**src/rtl/pixel_frame_sequencer.sv**
```systemverilog
// pixel_frame_sequencer
//   Frame buffer and sequencer that sits in front of writepixel, the
//   single-pixel NeoPixel serialiser. A host fills a buffer of NUM_PIXELS
//   GRB words. FRAME_GO streams the whole buffer to writepixel, one word per
//   start/busy handshake. After the last pixel the line is held idle for
//   LATCH_CYCLES clocks so that the strip latches the frame.
//
// Ports
//   CLK, RST_N           clock (rising edge), asynchronous active-low reset
//   WR_EN/ADDR/DATA      host write port; DATA = {G, R, B}
//   FRAME_GO             start one frame (only honoured when idle)
//   FRAME_BUSY           high from the accepted FRAME_GO to the end of the latch gap
//   FRAME_DONE           one-cycle pulse when the latch gap has elapsed
//   PIX_START            one-cycle request to writepixel
//   PIX_G/R/B            pixel bytes; held stable until the next pixel
//   PIX_BUSY             writepixel busy flag
module pixel_frame_sequencer #(
    parameter int unsigned NUM_PIXELS   = 8,
    parameter int unsigned ADDR_W       = 3,
    parameter int unsigned LATCH_CYCLES = 1200,
    parameter int unsigned LATCH_W      = 11
) (
    input  logic              CLK,
    input  logic              RST_N,
    input  logic              WR_EN,
    input  logic [ADDR_W-1:0] WR_ADDR,
    input  logic [23:0]       WR_DATA,
    input  logic              FRAME_GO,
    output logic              FRAME_BUSY,
    output logic              FRAME_DONE,
    output logic              PIX_START,
    output logic [7:0]        PIX_G,
    output logic [7:0]        PIX_R,
    output logic [7:0]        PIX_B,
    input  logic              PIX_BUSY
);

    localparam int unsigned       Depth     = 2 ** ADDR_W;
    localparam logic [ADDR_W:0]   NumPix    = (ADDR_W + 1)'(NUM_PIXELS);
    localparam logic [ADDR_W-1:0] LastIdx   = ADDR_W'(NUM_PIXELS - 1);
    localparam logic [LATCH_W-1:0] LatchLast = LATCH_W'(LATCH_CYCLES - 1);

    typedef enum logic [2:0] {
        StIdle,
        StLoad,
        StSend,
        StWaitAck,
        StWaitDone,
        StLatch,
        StDone
    } state_t;

    state_t             state;
    logic [ADDR_W-1:0]  idx;
    logic [LATCH_W-1:0] latch_cnt;
    logic [23:0]        rd_word;

    // Storage is sized to the full address space so the address indexes it at
    // its natural width; entries at or beyond NUM_PIXELS are never written.
    logic [23:0] mem [Depth];

    logic wr_in_range;
    assign wr_in_range = ({1'b0, WR_ADDR} < NumPix);

    // Buffer: not reset. A same-cycle write and read of one address returns
    // the old word, so a write lands in this frame only if its index has not
    // been loaded yet.
    always_ff @(posedge CLK) begin
        if (WR_EN && wr_in_range) begin
            mem[WR_ADDR] <= WR_DATA;
        end
        if (state == StLoad) begin
            rd_word <= mem[idx];
        end
    end

    always_ff @(posedge CLK or negedge RST_N) begin
        if (!RST_N) begin
            state      <= StIdle;
            idx        <= '0;
            latch_cnt  <= '0;
            FRAME_BUSY <= 1'b0;
            FRAME_DONE <= 1'b0;
            PIX_START  <= 1'b0;
            PIX_G      <= 8'h00;
            PIX_R      <= 8'h00;
            PIX_B      <= 8'h00;
        end else begin
            PIX_START  <= 1'b0;
            FRAME_DONE <= 1'b0;
            case (state)
                StIdle: begin
                    if (FRAME_GO) begin
                        idx        <= '0;
                        FRAME_BUSY <= 1'b1;
                        state      <= StLoad;
                    end
                end
                StLoad: begin
                    state <= StSend;
                end
                StSend: begin
                    PIX_G     <= rd_word[23:16];
                    PIX_R     <= rd_word[15:8];
                    PIX_B     <= rd_word[7:0];
                    PIX_START <= 1'b1;
                    state     <= StWaitAck;
                end
                StWaitAck: begin
                    if (PIX_BUSY) begin
                        state <= StWaitDone;
                    end
                end
                StWaitDone: begin
                    if (!PIX_BUSY) begin
                        if (idx == LastIdx) begin
                            latch_cnt <= '0;
                            state     <= StLatch;
                        end else begin
                            idx   <= idx + 1'b1;
                            state <= StLoad;
                        end
                    end
                end
                StLatch: begin
                    if (latch_cnt == LatchLast) begin
                        state <= StDone;
                    end else begin
                        latch_cnt <= latch_cnt + 1'b1;
                    end
                end
                StDone: begin
                    // Outputs are registered: FRAME_DONE rises and FRAME_BUSY
                    // falls together in the following (idle) cycle, where a
                    // held FRAME_GO is already accepted again.
                    FRAME_DONE <= 1'b1;
                    FRAME_BUSY <= 1'b0;
                    state      <= StIdle;
                end
                default: begin
                    state <= StIdle;
                end
            endcase
        end
    end

endmodule
```
**config.mk**
```make
export PLATFORM = sky130hd
export DESIGN_NAME = pixel_frame_sequencer
export DESIGN_NICKNAME = d
export VERILOG_FILES = /design/src/rtl/pixel_frame_sequencer.sv
export SDC_FILE = /design/constraint.sdc
export NUM_CORES = 1
export LEC_CHECK = 0
export ABC_AREA = 1
export ABC_CLOCK_PERIOD_IN_PS = 2700
export BUFFER_PORTS_ARGS = -buffer_cell sky130_fd_sc_hd__buf_2
export CORE_ASPECT_RATIO = 1.75
export CORE_MARGIN = 1.5
export CORE_UTILIZATION = 60
export CTS_CLUSTER_DIAMETER = 40
export DETAILED_ROUTE_END_ITERATION = 10
export PLACE_DENSITY = 0.77
export SLEW_MARGIN = 20
export SYNTH_ARGS = -nofsm -noshare
export SYNTH_HDL_FRONTEND = slang
export SYNTH_SLANG_ARGS = --single-unit
```
**constraint.sdc**
```tcl
create_clock -name CLK -period 2.7 [get_ports CLK]
set_input_delay 0 -clock CLK [delete_from_list [all_inputs] [get_ports CLK]]
set_output_delay 0 -clock CLK [all_outputs]
set_load 0.03 [all_outputs]
```
==> impl_metrics.csv <==
group,metric,value,unit
sta,setup_viol,0,
placed_design,gp_congestion,0.826,
outcome,status,"finished clean",
synth,yosysWarnings,0,
pwr,power_density,965,nW/um2
worst_setup_path,cp-end-kind,"flop",
sta,period_minus_slack,2.06,ns
sta,timing.fmax,0.486,GHz
routing,drc,0,
sta,min_period_over_period,76.2,%
sta,final_max_slew_viol_count,0,
worst_setup_path,path_max_fanout,97,
pwr,p_comb_share,23.5,%
pwr,swShare,32.4,%
clock_tree,cts_setup_buffers,0,
worst_setup_path,startpoint,"idx[0]",
routing,post_drt_via_cell_ratio,5.75,
cells_and_area,fillers,1180,
synth,yosysSeqAreaShare,73.7,%
pwr,switchingPower,3.70,mW
job,drv_cap,0,
global_routing,track_usage,25.4,%
worst_setup_path,path_class,"flop to flop",
die,coreArea,16900,um2
pwr,power_frac_seq,46.5,%
synth,synth_cell_types,31,
cells_and_area,area_growth,15.1,%
routing,drt-pass1-iter-count,6,
routing,routed_wl,22200,um
routing,vias,6783,
worst_setup_path,crit_required,3.09,ns
clock_tree,cts_resized,0,
worst_setup_path,cp.arrival,2.44,ns
clock_tree,cts_sinks,260,
worst_setup_path,critPathLaunchType,"flop",
clock_tree,htreeDepth,1,
sta,grt_setup_unrepaired,"false",
sta,finalHoldViolCount,0,
synth,synth_area_per_cell,12.1,um2
sta,skew,0.0137,ns
placed_design,io_buffers,58,
synth,syn_nets,885,
pwr,finalPower,11.4,mW
routing,wl_per_cell,18.8,um
placed_design,hpwl,12100,um
die,fp-row-count,63,
pwr,p_int,7.73,mW
cells_and_area,antenna-diode-count,0,
routing,ant_nets,0,
clock_tree,clk_latency,0.52,ns
synth,ys_seq_elements,260,
die,io_pins,59,
clock_tree,cts_tree,"built",
clock_tree,clk_pin_slew,0.07,ns
routing,drt_iter0_markers,524,
global_routing,antenna_found_initial,0,
worst_setup_path,setup.worst_path.end,"rd_word[4]",
global_routing,grt_pass1_wl,34600,um
worst_setup_path,reg2reg_depth,5,
die,die_h,176,um
cells_and_area,multiInputGateArea,2380,um2
die,initial_core_util,61.0,%
die,die_area,18000,um2
worst_setup_path,reg2reg_slack,0.64,ns
worst_setup_path,r2r-end,"rd_word[4]",
global_routing,grt_overflow,0,
pwr,p_leak,4.60,nW
clock_tree,numCtsBuffers,24,
pwr,vdd_ir_drop_max,0.757,mV
clock_tree,cts_buffer_depth,3,
die,fp.dieW,102,um
global_routing,grt_max_degree,98,
cells_and_area,drive_above_1_share,14.4,%
cells_and_area,nNetsFinal,971,
min_path,hp-class,"primary input to asynchronous set/reset pin",
synth,syn_area,10300,um2
sta,finalSetupTns,0,ns
clock_tree,cts_root_buffer,"clkbuf_16",
synth,syn_inst,850,
sta,worst_pin_slew,0.988,ns
worst_setup_path,rr_startpoint,"idx[0]",
global_routing,grt_pass1_vias,6833,
sta,relSlewSlack,34.1,%
pwr,clock_power_share,30.0,%
cells_and_area,ff_latch_area,7590,um2
==> cells in the mapped netlist <==
master	count	area share, %
edfxtp_1	216	63
nand2_1	207	7.5
nor2_1	119	4.3
o21ai_0	89	4.3
o22ai_1	48	2.9
dfrtp_1	44	11
nand3_1	26	1.3
inv_1	19	0.69
buf_2	13	0.63
clkbuf_1	12	0.44
o21ai_1	12	0.58
buf_4	7	0.51
buf_6	6	0.66
a21oi_1	3	0.15
clkbuf_2	3	0.15
ha_1	3	0.36
inv_2	3	0.11
nand2_2	2	0.12
nand3_2	2	0.19
nand3b_1	2	0.15
nor2_4	2	0.22
nor3_1	2	0.097
or2_2	2	0.12
buf_1	1	0.036
clkbuf_4	1	0.073
inv_4	1	0.061
nand2_4	1	0.11
nand3b_4	1	0.19
nor2_2	1	0.061
xnor2_1	1	0.085
xor2_1	1	0.085
==> how the worst min path moves through the flow <==
stage / end / cells after the start
global placement: PIX_G[5] / 1
floorplan: FRAME_BUSY / 0
detailed placement: PIX_G[7] / 1
CTS: mem[5][23] / 4
finish: PIX_G[7] / 2
global route: mem[5][16] / 4
==> layout by cell type, fill, tap and decap left out, types with 3 or more instances in the layout <==
cell,Yosys,layout
edfxtp_1,216,216
nand2_1,207,207
nor2_1,119,110
o21ai_0,89,89
buf_2,13,58
o22ai_1,48,48
dfrtp_1,44,43
dlygate4sd3_1,0,27
nand3_1,26,26
clkbuf_16,0,25
inv_1,19,19
buf_4,7,18
o21ai_1,12,12
nor2_2,1,10
clkinv_4,0,4
clkinv_1,0,4
inv_2,3,3
a21oi_1,3,3
ha_1,3,3
clkbuf_1,12,3
bufinv_16,0,3
==> repair_timing <==
action	CTS	global route
endpoints found under the setup margin	0	0
hold buffers	27	0
hold endpoints to repair	248	0
==> power by group through the flow <==
stage / combinational (mW) / sequential [mW] / clock [mW]
floorplan: 1.72 / 5.60 / 0
global placement: 2.54 / 5.38 / 0
detailed placement: 2.63 / 5.38 / 0
CTS: 2.69 / 5.31 / 3.45
global route: 3.01 / 5.36 / 3.62
finish: 2.68 / 5.31 / 3.43
==> metal layers <==
metal / global-route usage, % / share of wire (%) / wire, um
met1: 30.0 / 37 / 8180
met2: 45.5 / 55 / 12200
met3: 4.24 / 6.4 / 1420
met4: 9.76 / 2.1 / 473
met5: 0 / 0 / 0
==> registers in the layout, summed over array words and instances (netlist names) <==
signal,count
FRAME_BUSY,1
mem,192
PIX_B,8
PIX_START,1
latch_cnt,11
state,3
PIX_G,8
PIX_R,8
rd_word,24
idx,3
FRAME_DONE,1
==> layout make-up <==
class	count	share of cell area, %
multi-input cells	524	20.1
clock inverters	15	1.41
well taps	227	2.40
repair buffers	103	5.87
flip-flops and latches	260	64.1
clock buffers	28	5.38
inverters	23	0.750
==> critical path: stages (launching register included) <==
cell and delay [ns]:
dfrtp_2 0.58, inv_4 0.74, o21ai_0 0.24, o22ai_1 0.18
nand2_1 0.08, nand2_1 0.08
==> per-stage QoR <==
step                hold WS [ns]  instance area (um2)  utilization, %  setup slack [ns]  std cells
CTS                        0.211                11800            70.2             0.633       1180
global placement           0.210                10800            63.8             0.807       1110
global route               0.233                11800            70.2             0.468       1180
finish                     0.193                11800            70.2             0.641       1180
detailed placement         0.207                10800            63.8             0.680       1110
floorplan                 -0.296                10300               -             0.639        850
==> cells by family (layout without fill, tap and decap cells) <==
logic type      count (synthesis)  in the layout  synth area share (%)
flops                         260            260                  73.7
compound gates                152            152                  7.97
xor+xnor                        2              2                 0.170
fa+ha+maj                       3              3                 0.365
simple gates                  367            367                  14.4
buf+inv                        66            169                  3.36
No activity file was read; power rests on OpenSTA's default activity.
